$ cat src/rtl/counter_sweep_ctrl.sv
// Triangle-sweep sequencer for an external CW-bit up/down counter (timed or limit-bounded).
// Optional SWEEP_OVF_GUARD_EN: timed mode reverses before the counter wraps and flags ovf_hit.
module counter_sweep_ctrl #(
  parameter int CW = 4,
  parameter int DW = 8,
  parameter int NW = 8
) (
  input  logic          clk,
  input  logic          rst,
  input  logic          start,
  input  logic          stop,
  input  logic          mode,
  input  logic [DW-1:0] up_len,
  input  logic [DW-1:0] dn_len,
  input  logic [CW-1:0] lo_lim,
  input  logic [CW-1:0] hi_lim,
  input  logic [NW-1:0] num_sweeps,
  input  logic [CW-1:0] count,
  output logic          up_dnb,
  output logic          cnt_en,
  output logic          busy,
  output logic          done,
  output logic [NW-1:0] sweeps_done,
`ifdef SWEEP_OVF_GUARD_EN
  output logic          ovf_hit,
`endif
  output logic          cfg_err
);

  typedef enum logic [1:0] {S_IDLE, S_UP, S_DOWN, S_DONE} state_t;

  localparam logic [CW-1:0] CNT_MAX_M1 = {{(CW-1){1'b1}}, 1'b0};

  state_t        r_state, w_state_nx;
  logic [DW-1:0] r_dwell, w_dwell_nx;
  logic          r_up_dnb, w_up_dnb_nx;
  logic          r_cnt_en, w_cnt_en_nx;
  logic          r_busy, w_busy_nx;
  logic          r_done, w_done_nx;
  logic [NW-1:0] r_sweeps, w_sweeps_nx, w_sweeps_inc;
  logic          r_cfg_err, w_cfg_err_nx;
  logic          r_ovf, w_ovf_nx;

  logic [DW-1:0] w_up_len_eff, w_dn_len_eff;
  logic [CW:0]   w_count_x, w_lo_x, w_hi_x;
  logic          w_cfg_bad, w_up_guard, w_dn_guard, w_up_turn, w_dn_turn;

  // Limits compared one bit wider so hi_lim-1 / lo_lim+1 never wrap.
  assign w_count_x    = {1'b0, count};
  assign w_lo_x       = {1'b0, lo_lim};
  assign w_hi_x       = {1'b0, hi_lim};
  assign w_cfg_bad    = (w_hi_x <= w_lo_x + (CW+1)'(1));
  assign w_up_len_eff = (up_len == '0) ? DW'(1) : up_len;
  assign w_dn_len_eff = (dn_len == '0) ? DW'(1) : dn_len;
  assign w_sweeps_inc = r_sweeps + NW'(1);

`ifdef SWEEP_OVF_GUARD_EN
  assign w_up_guard = !mode && (count == CNT_MAX_M1);
  assign w_dn_guard = !mode && (count == CW'(1));
`else
  assign w_up_guard = 1'b0;
  assign w_dn_guard = 1'b0;
`endif

  assign w_up_turn = mode ? (w_count_x + (CW+1)'(1) >= w_hi_x)
                          : ((r_dwell >= w_up_len_eff) || w_up_guard);
  assign w_dn_turn = mode ? (w_count_x <= w_lo_x + (CW+1)'(1))
                          : ((r_dwell >= w_dn_len_eff) || w_dn_guard);

  always_comb begin
    // NOTE: every next-value gets a hold default first so no path infers a latch.
    w_state_nx   = r_state;
    w_dwell_nx   = r_dwell;
    w_up_dnb_nx  = r_up_dnb;
    w_cnt_en_nx  = r_cnt_en;
    w_busy_nx    = r_busy;
    w_done_nx    = 1'b0;
    w_sweeps_nx  = r_sweeps;
    w_cfg_err_nx = r_cfg_err;
    w_ovf_nx     = r_ovf;

    unique case (r_state)
      S_IDLE: begin
        if (start && !stop) begin
          if (mode && w_cfg_bad) begin
            w_cfg_err_nx = 1'b1;
          end else begin
            w_state_nx   = S_UP;
            w_dwell_nx   = DW'(1);
            w_up_dnb_nx  = 1'b1;
            w_cnt_en_nx  = 1'b1;
            w_busy_nx    = 1'b1;
            w_sweeps_nx  = '0;
            w_cfg_err_nx = 1'b0;
            w_ovf_nx     = 1'b0;
          end
        end
      end
      S_UP: begin
        if (stop) begin
          w_state_nx  = S_IDLE;
          w_up_dnb_nx = 1'b1;
          w_cnt_en_nx = 1'b0;
          w_busy_nx   = 1'b0;
        end else if (w_up_turn) begin
          w_state_nx  = S_DOWN;
          w_dwell_nx  = DW'(1);
          w_up_dnb_nx = 1'b0;
          w_ovf_nx    = r_ovf | w_up_guard;
        end else if (r_dwell != '1) begin
          w_dwell_nx = r_dwell + DW'(1);
        end
      end
      S_DOWN: begin
        if (stop) begin
          w_state_nx  = S_IDLE;
          w_up_dnb_nx = 1'b1;
          w_cnt_en_nx = 1'b0;
          w_busy_nx   = 1'b0;
        end else if (w_dn_turn) begin
          w_sweeps_nx = w_sweeps_inc;
          w_up_dnb_nx = 1'b1;
          w_dwell_nx  = DW'(1);
          w_ovf_nx    = r_ovf | w_dn_guard;
          if ((num_sweeps != '0) && (w_sweeps_inc == num_sweeps)) begin
            w_state_nx  = S_DONE;
            w_done_nx   = 1'b1;
            w_cnt_en_nx = 1'b0;
            w_busy_nx   = 1'b0;
          end else begin
            w_state_nx = S_UP;
          end
        end else if (r_dwell != '1) begin
          w_dwell_nx = r_dwell + DW'(1);
        end
      end
      S_DONE: begin
        w_state_nx = S_IDLE;
      end
      default: w_state_nx = S_IDLE;
    endcase
  end

  always_ff @(posedge clk) begin
    // NOTE: state registers use non-blocking assignment so every flop samples pre-edge values.
    if (rst) begin
      r_state   <= S_IDLE;
      r_dwell   <= '0;
      r_up_dnb  <= 1'b1;
      r_cnt_en  <= 1'b0;
      r_busy    <= 1'b0;
      r_done    <= 1'b0;
      r_sweeps  <= '0;
      r_cfg_err <= 1'b0;
      r_ovf     <= 1'b0;
    end else begin
      r_state   <= w_state_nx;
      r_dwell   <= w_dwell_nx;
      r_up_dnb  <= w_up_dnb_nx;
      r_cnt_en  <= w_cnt_en_nx;
      r_busy    <= w_busy_nx;
      r_done    <= w_done_nx;
      r_sweeps  <= w_sweeps_nx;
      r_cfg_err <= w_cfg_err_nx;
      r_ovf     <= w_ovf_nx;
    end
  end

  assign up_dnb      = r_up_dnb;
  assign cnt_en      = r_cnt_en;
  assign busy        = r_busy;
  assign done        = r_done;
  assign sweeps_done = r_sweeps;
  assign cfg_err     = r_cfg_err;
`ifdef SWEEP_OVF_GUARD_EN
  assign ovf_hit     = r_ovf;
`else
  logic w_ovf_unused;
  assign w_ovf_unused = r_ovf;
`endif

endmodule

$ cat config.mk
export PLATFORM = sky130hd
export DESIGN_NAME = counter_sweep_ctrl
export DESIGN_NICKNAME = d
export VERILOG_FILES = /design/src/rtl/counter_sweep_ctrl.sv
export SDC_FILE = /design/constraint.sdc
export NUM_CORES = 1
export LEC_CHECK = 0
export ABC_AREA = 1
export BUFFER_PORTS_ARGS = -buffer_cell sky130_fd_sc_hd__clkbuf_2
export CAP_MARGIN = 25
export CORE_MARGIN = 3
export CORE_UTILIZATION = 48
export DETAILED_ROUTE_END_ITERATION = 8
export GPL_TIMING_DRIVEN = 0
export PLACE_DENSITY = 0.8
export SYNTH_ARGS = -nofsm -noshare
export SYNTH_HDL_FRONTEND = slang
export SYNTH_SLANG_ARGS = --single-unit
$ cat constraint.sdc
create_clock -name clk -period 2.4 [get_ports clk]
set_clock_uncertainty 0.15 [all_clocks]
set_input_delay 0.24 -clock clk [delete_from_list [all_inputs] [get_ports clk]]
set_output_delay 0.24 -clock clk [all_outputs]
set_load 0.03 [all_outputs]
==> summary.md, run 1 <==
| Metric | Value |
|---|---|
| RSZ-0062 raised after global routing | no |
| Leak | 1.56 nW |
| Share of layout cells above drive strength 1 | 0.159 |
| Most frequent CP cell | nand2_1 |
| DR WL met3 | 213 um |
| Netlist cell types | 29 |
| #FFs+latches synth | 22 |
| Min Tclk post-route | 2.18 ns |
| Most common cell after layout, fill and taps aside | nand2_1 |
| Hold path start | mode |
| Initial drt markers | 117 |
| Metal-1 WL | 2570 um |
| Worst path cell trace | clkbuf_2 -> ha_1 -> xnor2_2 -> ha_1 -> nand2_1 -> o21a_1 -> nand2_1 -> nand3_1 -> nand2_1 -> inv_1 -> nand2_2 -> inv_2 -> nand2_1 -> nand2_1 -> a21oi_1 |
| CP arrival | 2.23 ns |
| Max IR drop VDD | 0.347 mV |
| Wirelength per Cell | 10.8 um |
| Post-Syn Area per Cell | 6.04 um^2 |
| Die area | 5860 um^2 |
| Die W | 76.6 um |
| Mapped Nets | 473 |
| Clock tree buffer depth | 2 |
| Worst r2r src | r_dwell[0] |
| Via/cell ratio | 4.97 |
| Fmax | 458 MHz |
| Setup WS post-layout | 0.217 ns |
| Synth area leaders | ha_1 (19%), dfxtp_1 (18%), nand2_1 (18%), inv_1 (12%), nand3_1 (7.1%) |
| Row cnt | 25 |
| Crit Path Category | input pin to flop |
| Largest net degree at the start of global routing | 14 |
| Worst endpoint required time | 2.45 ns |
| Synth Cell Area | 2390 um^2 |
| Ports | 54 |
| Ant diodes | 0 |
| CP Capture Type | flop |
| CP Launch Type | input pin |
| Worst min-delay path class | input pin to flop |
| DP Worst Slack | -0.142 ns |
| Tightest Pin Transition | 0.498 ns |
| TritonCTS Buffers | 3 |
| TritonCTS clock tree | done |
| Vias | 2591 |
| Max_cap viols | 0 |
| Final setup violation count | 0 |
| Uppermost layer routed | met4 |
| Ys Warns | 0 |
| Num Clock Sinks | 22 |
| Met2 WL | 2830 um |
| Final ANT Viol Nets | 0 |
| Clock Latency Late Sink | 0.27 ns |
| Initial cell density of the core | 0.503 |
| Layout area overhead | 18.3% |
| Setup TNS | 0 ns |
| Core area | 4750 um^2 |
| Final HPWL DP | 4690 um |
| Hold Fails Final Rpt | 0 |
| Pwr/cell area | 413 nW/um^2 |
| Synth top area share | 0.188 |
| GP Congestion | 0.891 |
| Port Buf Inserts | 53 |
| Routed wire length | 5640 um |
| First-pass GRT wire length | 9640 um |
| H-tree levels | 1 |
| First-pass iteration count of the detailed router | 4 |
| Sequential share of the synthesized area | 0.184 |
| Max incr delay on CP | 0.28 ns |
| Final Max Tran Viols | 0 |
| Drt drc | 0 |
| Cells after synthesis | 396 |
| Post-layout nets | 532 |
| Area leader, netlist | ha_1 |
| Status | completed |
| Worst slew margin | 0.668 |
| Crit share post-route | 0.910 |
| GRT overflow | 0 |
| GRT Util Overall | 0.193 |
| Most frequent cells in the layout | nand2_1 (117), inv_1 (75), clkbuf_2 (53) |
| Vias in the first global route | 2363 |
| Hold bufs inserted after CTS | 0 |
| Initial antenna violation count | 0 |
| Clock slew at reported path FFs | 0.08 ns |
| Worst setup path start | lo_lim[0] |
| CP Max Fanout | 7 |
| Die height | 76.6 um |
| CP max-delay cell | ha_1 |
| Root Driver | clkbuf_8 |
==> cell type report <==
type	instances	area, um^2
timing repair buffer	54	273
clock buffer	3	41.3
inverter	77	289
fill	473	1930
clock inverter	1	30.0
multi-input combinational	295	1660
sequential	22	440
tap	67	83.8
buffer	2	11.3
==> layer usage <==
metal | GRT usage | vias up
met5 | 0 | -
met4 | 0.0399 | 0
met3 | 0.0189 | 5
met2 | 0.368 | 53
met1 | 0.231 | 1152
li1 | - | 1381
==> synthesized netlist by cell type <==
library cell / n
a21oi_1: 24
o21ai_1: 2
a21oi_2: 1
nor3_2: 1
nand3_2: 2
nand2_1: 117
a41o_1: 2
and3_1: 1
nand2_2: 3
nor2_2: 2
nand4_1: 5
o21a_1: 1
clkinv_1: 1
nand3_1: 34
inv_1: 76
nor4_1: 2
ha_1: 36
buf_4: 1
o211ai_1: 3
xor2_1: 4
nor3_1: 4
nor2_4: 1
xnor2_1: 2
clkbuf_1: 1
o21ai_0: 9
dfxtp_1: 22
o21bai_1: 2
nand3b_1: 2
nor2_1: 35
==> worst paths after layout <==
path              slack, ns          to  depth (start not counted)
setup reg to reg       0.25  r_dwell[1]                         15
hold / removal         0.15     cfg_err                          3
setup / recovery       0.22  r_dwell[1]                         15
hold reg to reg        0.32      up_dnb                          2
==> critical path, delay by kind of cell <==
| kind | cells | cell delay [ns] |
|---|---|---|
| adders and majority gates | 2 | 0.52 |
| xor gates and xnor gates | 1 | 0.16 |
| AOI/OAI and AO/OA | 2 | 0.34 |
| buffers and inverters | 3 | 0.27 |
| and+or+nand+nor | 7 | 0.72 |
==> flip-flops by register name (all words and copies together), names as in the netlist <==
register	count
done	1
sweeps_done	8
cfg_err	1
r_state	2
busy	1
up_dnb	1
r_dwell	8
==> stage by stage <==
| stage | std cells | instance area (um^2) | utilization | power (W) | hold slack (ns) |
|---|---|---|---|---|---|
| global placement | 516 | 2740 | 0.576 | 0.000804 | 0.319 |
| detailed placement | 516 | 2740 | 0.576 | 0.000816 | 0.313 |
| CTS | 520 | 2810 | 0.591 | 0.00117 | 0.164 |
| floorplan | 396 | 2390 | - | 0.000694 | 0.232 |
| finish | 521 | 2830 | 0.595 | 0.00117 | 0.155 |
| global route | 521 | 2830 | 0.595 | 0.00126 | 0.180 |
==> where the power goes <==
| group | leakage [nW] | total (W) | switching [W] | internal [W] |
|---|---|---|---|---|
| Combinational | 1.35 | 0.000414 | 0.000256 | 0.000158 |
| Clock | 0.0357 | 0.000353 | 0.000130 | 0.000223 |
| Sequential | 0.178 | 0.000403 | 0.0000186 | 0.000384 |
| Total | 1.56 | 0.00117 | 0.000404 | 0.000766 |
==> cells by family (layout without fill, tap and decap cells) <==
family	Yosys count	in the layout	share of synthesized area
and+or+nand+nor	209	209	0.376
DFF	22	22	0.184
AOI/OAI and AO/OA	44	44	0.104
xor gates and xnor gates	6	6	0.0220
adders and majority gates	36	36	0.188
buffers and inverters	79	137	0.126
==> timing repair <==
item	CTS	global route
resized for setup	0	3
setup buffers	0	1
endpoints found under the setup margin	0	12
Note: power is estimated with default switching activity, not from simulation.
==> inputs of run 2 (changes only) <==
--- a/config.mk
+++ b/config.mk
@@ -8,11 +8,11 @@
 export ABC_AREA = 1
 export BUFFER_PORTS_ARGS = -buffer_cell sky130_fd_sc_hd__clkbuf_2
 export CAP_MARGIN = 25
-export CORE_MARGIN = 3
 export CORE_UTILIZATION = 48
 export DETAILED_ROUTE_END_ITERATION = 8
 export GPL_TIMING_DRIVEN = 0
 export PLACE_DENSITY = 0.8
+export SLEW_MARGIN = 15
 export SYNTH_ARGS = -nofsm -noshare
 export SYNTH_HDL_FRONTEND = slang
 export SYNTH_SLANG_ARGS = --single-unit
==> run 2 against run 1 <==
Combinational power rose by 3%. Setup slack hardly changed. Register-to-register slack gained 0.03 ns. Non-clock buffer count up 1. First-iteration DRC count down 0.85%. Count of clock-buffer cells in the layout unchanged. Sequential share of layout area shrank 0.082 points. Via count rose by 0.69%. Cell area rose by 0.53%. Total power rose by 1.2%. Die area shrank 10%. Fmax hardly changed. Critical path type unchanged.
==> summary.md, run 2 (synthesis results as in run 1) <==
| Metric | Value |
|---|---|
| Tightest Pin Transition | 0.520 ns |
| Min Tclk post-route | 2.18 ns |
| Worst min-delay path class | input pin to flop |
| Non-filler cells in the finished layout | 522 |
| Most common cell after layout, fill and taps aside | nand2_1 |
| Crit share post-route | 0.910 |
| Crit Path Category | input pin to flop |
| Clock Latency Late Sink | 0.27 ns |
| Vias in the first global route | 2388 |
| Final HPWL DP | 4480 um |
| CP arrival | 2.24 ns |
| First-pass GRT wire length | 9580 um |
| Initial drt markers | 116 |
| Pwr/cell area | 416 nW/um^2 |
| Die W | 72.6 um |
| Largest delay share family, worst path | simple AND/OR/NAND/NOR gates |
| GP Congestion | 0.973 |
| Final ANT Viol Nets | 0 |
| Post-route cell area | 2840 um^2 |
| H-tree levels | 1 |
| Ant diodes | 0 |
| R2R setup slack | 0.28 ns |
| Port Buf Inserts | 53 |
| DP Worst Slack | -0.0763 ns |
| Max incr delay on CP | 0.29 ns |
| Buf+Inv Stages, Crit Path | 3 |
| GRT overflow | 0 |
| Core area | 4750 um^2 |
| Routed wire length | 5590 um |
| Worst path cell trace | clkbuf_2 -> ha_1 -> xnor2_2 -> ha_1 -> nand2_1 -> o21a_1 -> nand2_1 -> nand3_1 -> nand2_1 -> inv_1 -> nand2_2 -> inv_2 -> nand2_1 -> nand2_1 -> a21oi_1 |
| Max IR drop VDD | 0.356 mV |
| Vias | 2609 |
| Worst endpoint required time | 2.46 ns |
| Pwr Total | 0.00118 W |
| Worst r2r src | r_state[0] |
| FF+latch area | 440 um^2 |
| GRT Util Overall | 0.225 |
| Placed cells | 516 |
| Placed instance area | 2740 um^2 |
| Post-layout nets | 533 |
| Multi-input gate area | 1670 um^2 |
| Die area | 5270 um^2 |
| Share of layout cells above drive strength 1 | 0.163 |
| Initial cell density of the core | 0.503 |
| Final Max Tran Viols | 0 |
| Clock slew at reported path FFs | 0.08 ns |
| Hold bufs inserted after CTS | 0 |
| Setup WS post-layout | 0.217 ns |
| Wirelength per Cell | 10.7 um |
| CP max-delay cell | ha_1 |
| Root Driver | clkbuf_8 |
| Most frequent cells in the layout | nand2_1 (117), inv_1 (75), clkbuf_2 (53) |
| Most frequent CP cell | nand2_1 |
| Leak | 1.57 nW |
| Drt drc | 0 |
| TritonCTS Buffers | 3 |
| Worst setup path start | lo_lim[0] |
| Clock tree buffer depth | 2 |
| Layout filler cell count | 454 |
| Initial antenna violation count | 0 |
| Ports | 54 |
| CP Capture Type | flop |
| Row cnt | 25 |
| Via/cell ratio | 5.00 |
| Layout area overhead | 18.9% |
| Largest net degree at the start of global routing | 14 |
| TritonCTS clock tree | done |
| Final setup violation count | 0 |
| Max_cap viols | 0 |
| First-pass iteration count of the detailed router | 5 |
| Status | completed |
| CP Max Fanout | 7 |
| Fmax | 458 MHz |
| Num Clock Sinks | 22 |
| Hold path start | mode |
| Die height | 72.6 um |
| Worst slew margin | 0.653 |
| CP Launch Type | input pin |
| Hold Fails Final Rpt | 0 |
-- run 2: changes by cell type in the layout (fill, tap and decap cells not counted), sizes merged --
cell,change
buf,+1
-- run 2: layout make-up --
class | instances | area share
multi-input cells | 295 | 0.586
flip-flops and latches | 22 | 0.155
inverters | 77 | 0.102
repair buffers | 55 | 0.0985
clock buffers | 3 | 0.0145
well taps | 67 | 0.0295
clock inverters | 1 | 0.0106
plain buffers | 2 | 0.00396
-- run 2: repair_timing --
action | 4_1_cts | 5_1_grt
resized for setup | 0 | 4
endpoints found under the hold margin | 0 | 0
endpoints found under the setup margin | 0 | 12
buffers inserted | 0 | 2
-- run 2: report_power, final --
part / leakage [nW] / internal, W / switching (W) / total (W)
clock: 0.0357 / 0.000223 / 0.000132 / 0.000355
combinational: 1.36 / 0.000164 / 0.000262 / 0.000426
sequential: 0.178 / 0.000384 / 0.0000187 / 0.000403
total: 1.57 / 0.000771 / 0.000413 / 0.00118
-- run 2: path summary, 6_finish.rpt --
path              depth (start not counted)         end
setup reg to reg                         12  r_dwell[3]
hold reg to reg                           2      up_dnb
hold / removal                            3     cfg_err
setup / recovery                         15  r_dwell[1]
-- run 2: per-stage QoR --
stage | hold WS, ns | util | setup TNS [ns]
after global routing | 0.185 | 0.598 | -0.00287
final | 0.159 | 0.598 | 0
after detailed placement | 0.319 | 0.576 | -0.546
after global placement | 0.318 | 0.576 | -0.627
after CTS | 0.159 | 0.591 | 0
after floorplan | 0.232 | - | 0
-- run 2: worst reg2reg max path: stages (launching register included) --
cell     delay (ns)
dfxtp_1        0.39
inv_1          0.10
ha_1           0.28
inv_1          0.13
a21oi_1        0.07
a21oi_1        0.12
nand2_1        0.10
inv_1          0.13
nand2_2        0.12
inv_2          0.13
nand2_1        0.10
nand2_1        0.14
nor2_1         0.07
-- run 2: routing by layer --
metal,vias up,routed length [um],track usage
met2,66,2770,0.430
met1,1152,2520,0.266
met4,0,69,0.0566
met5,-,0,0
met3,9,235,0.0235
li1,1382,-,-
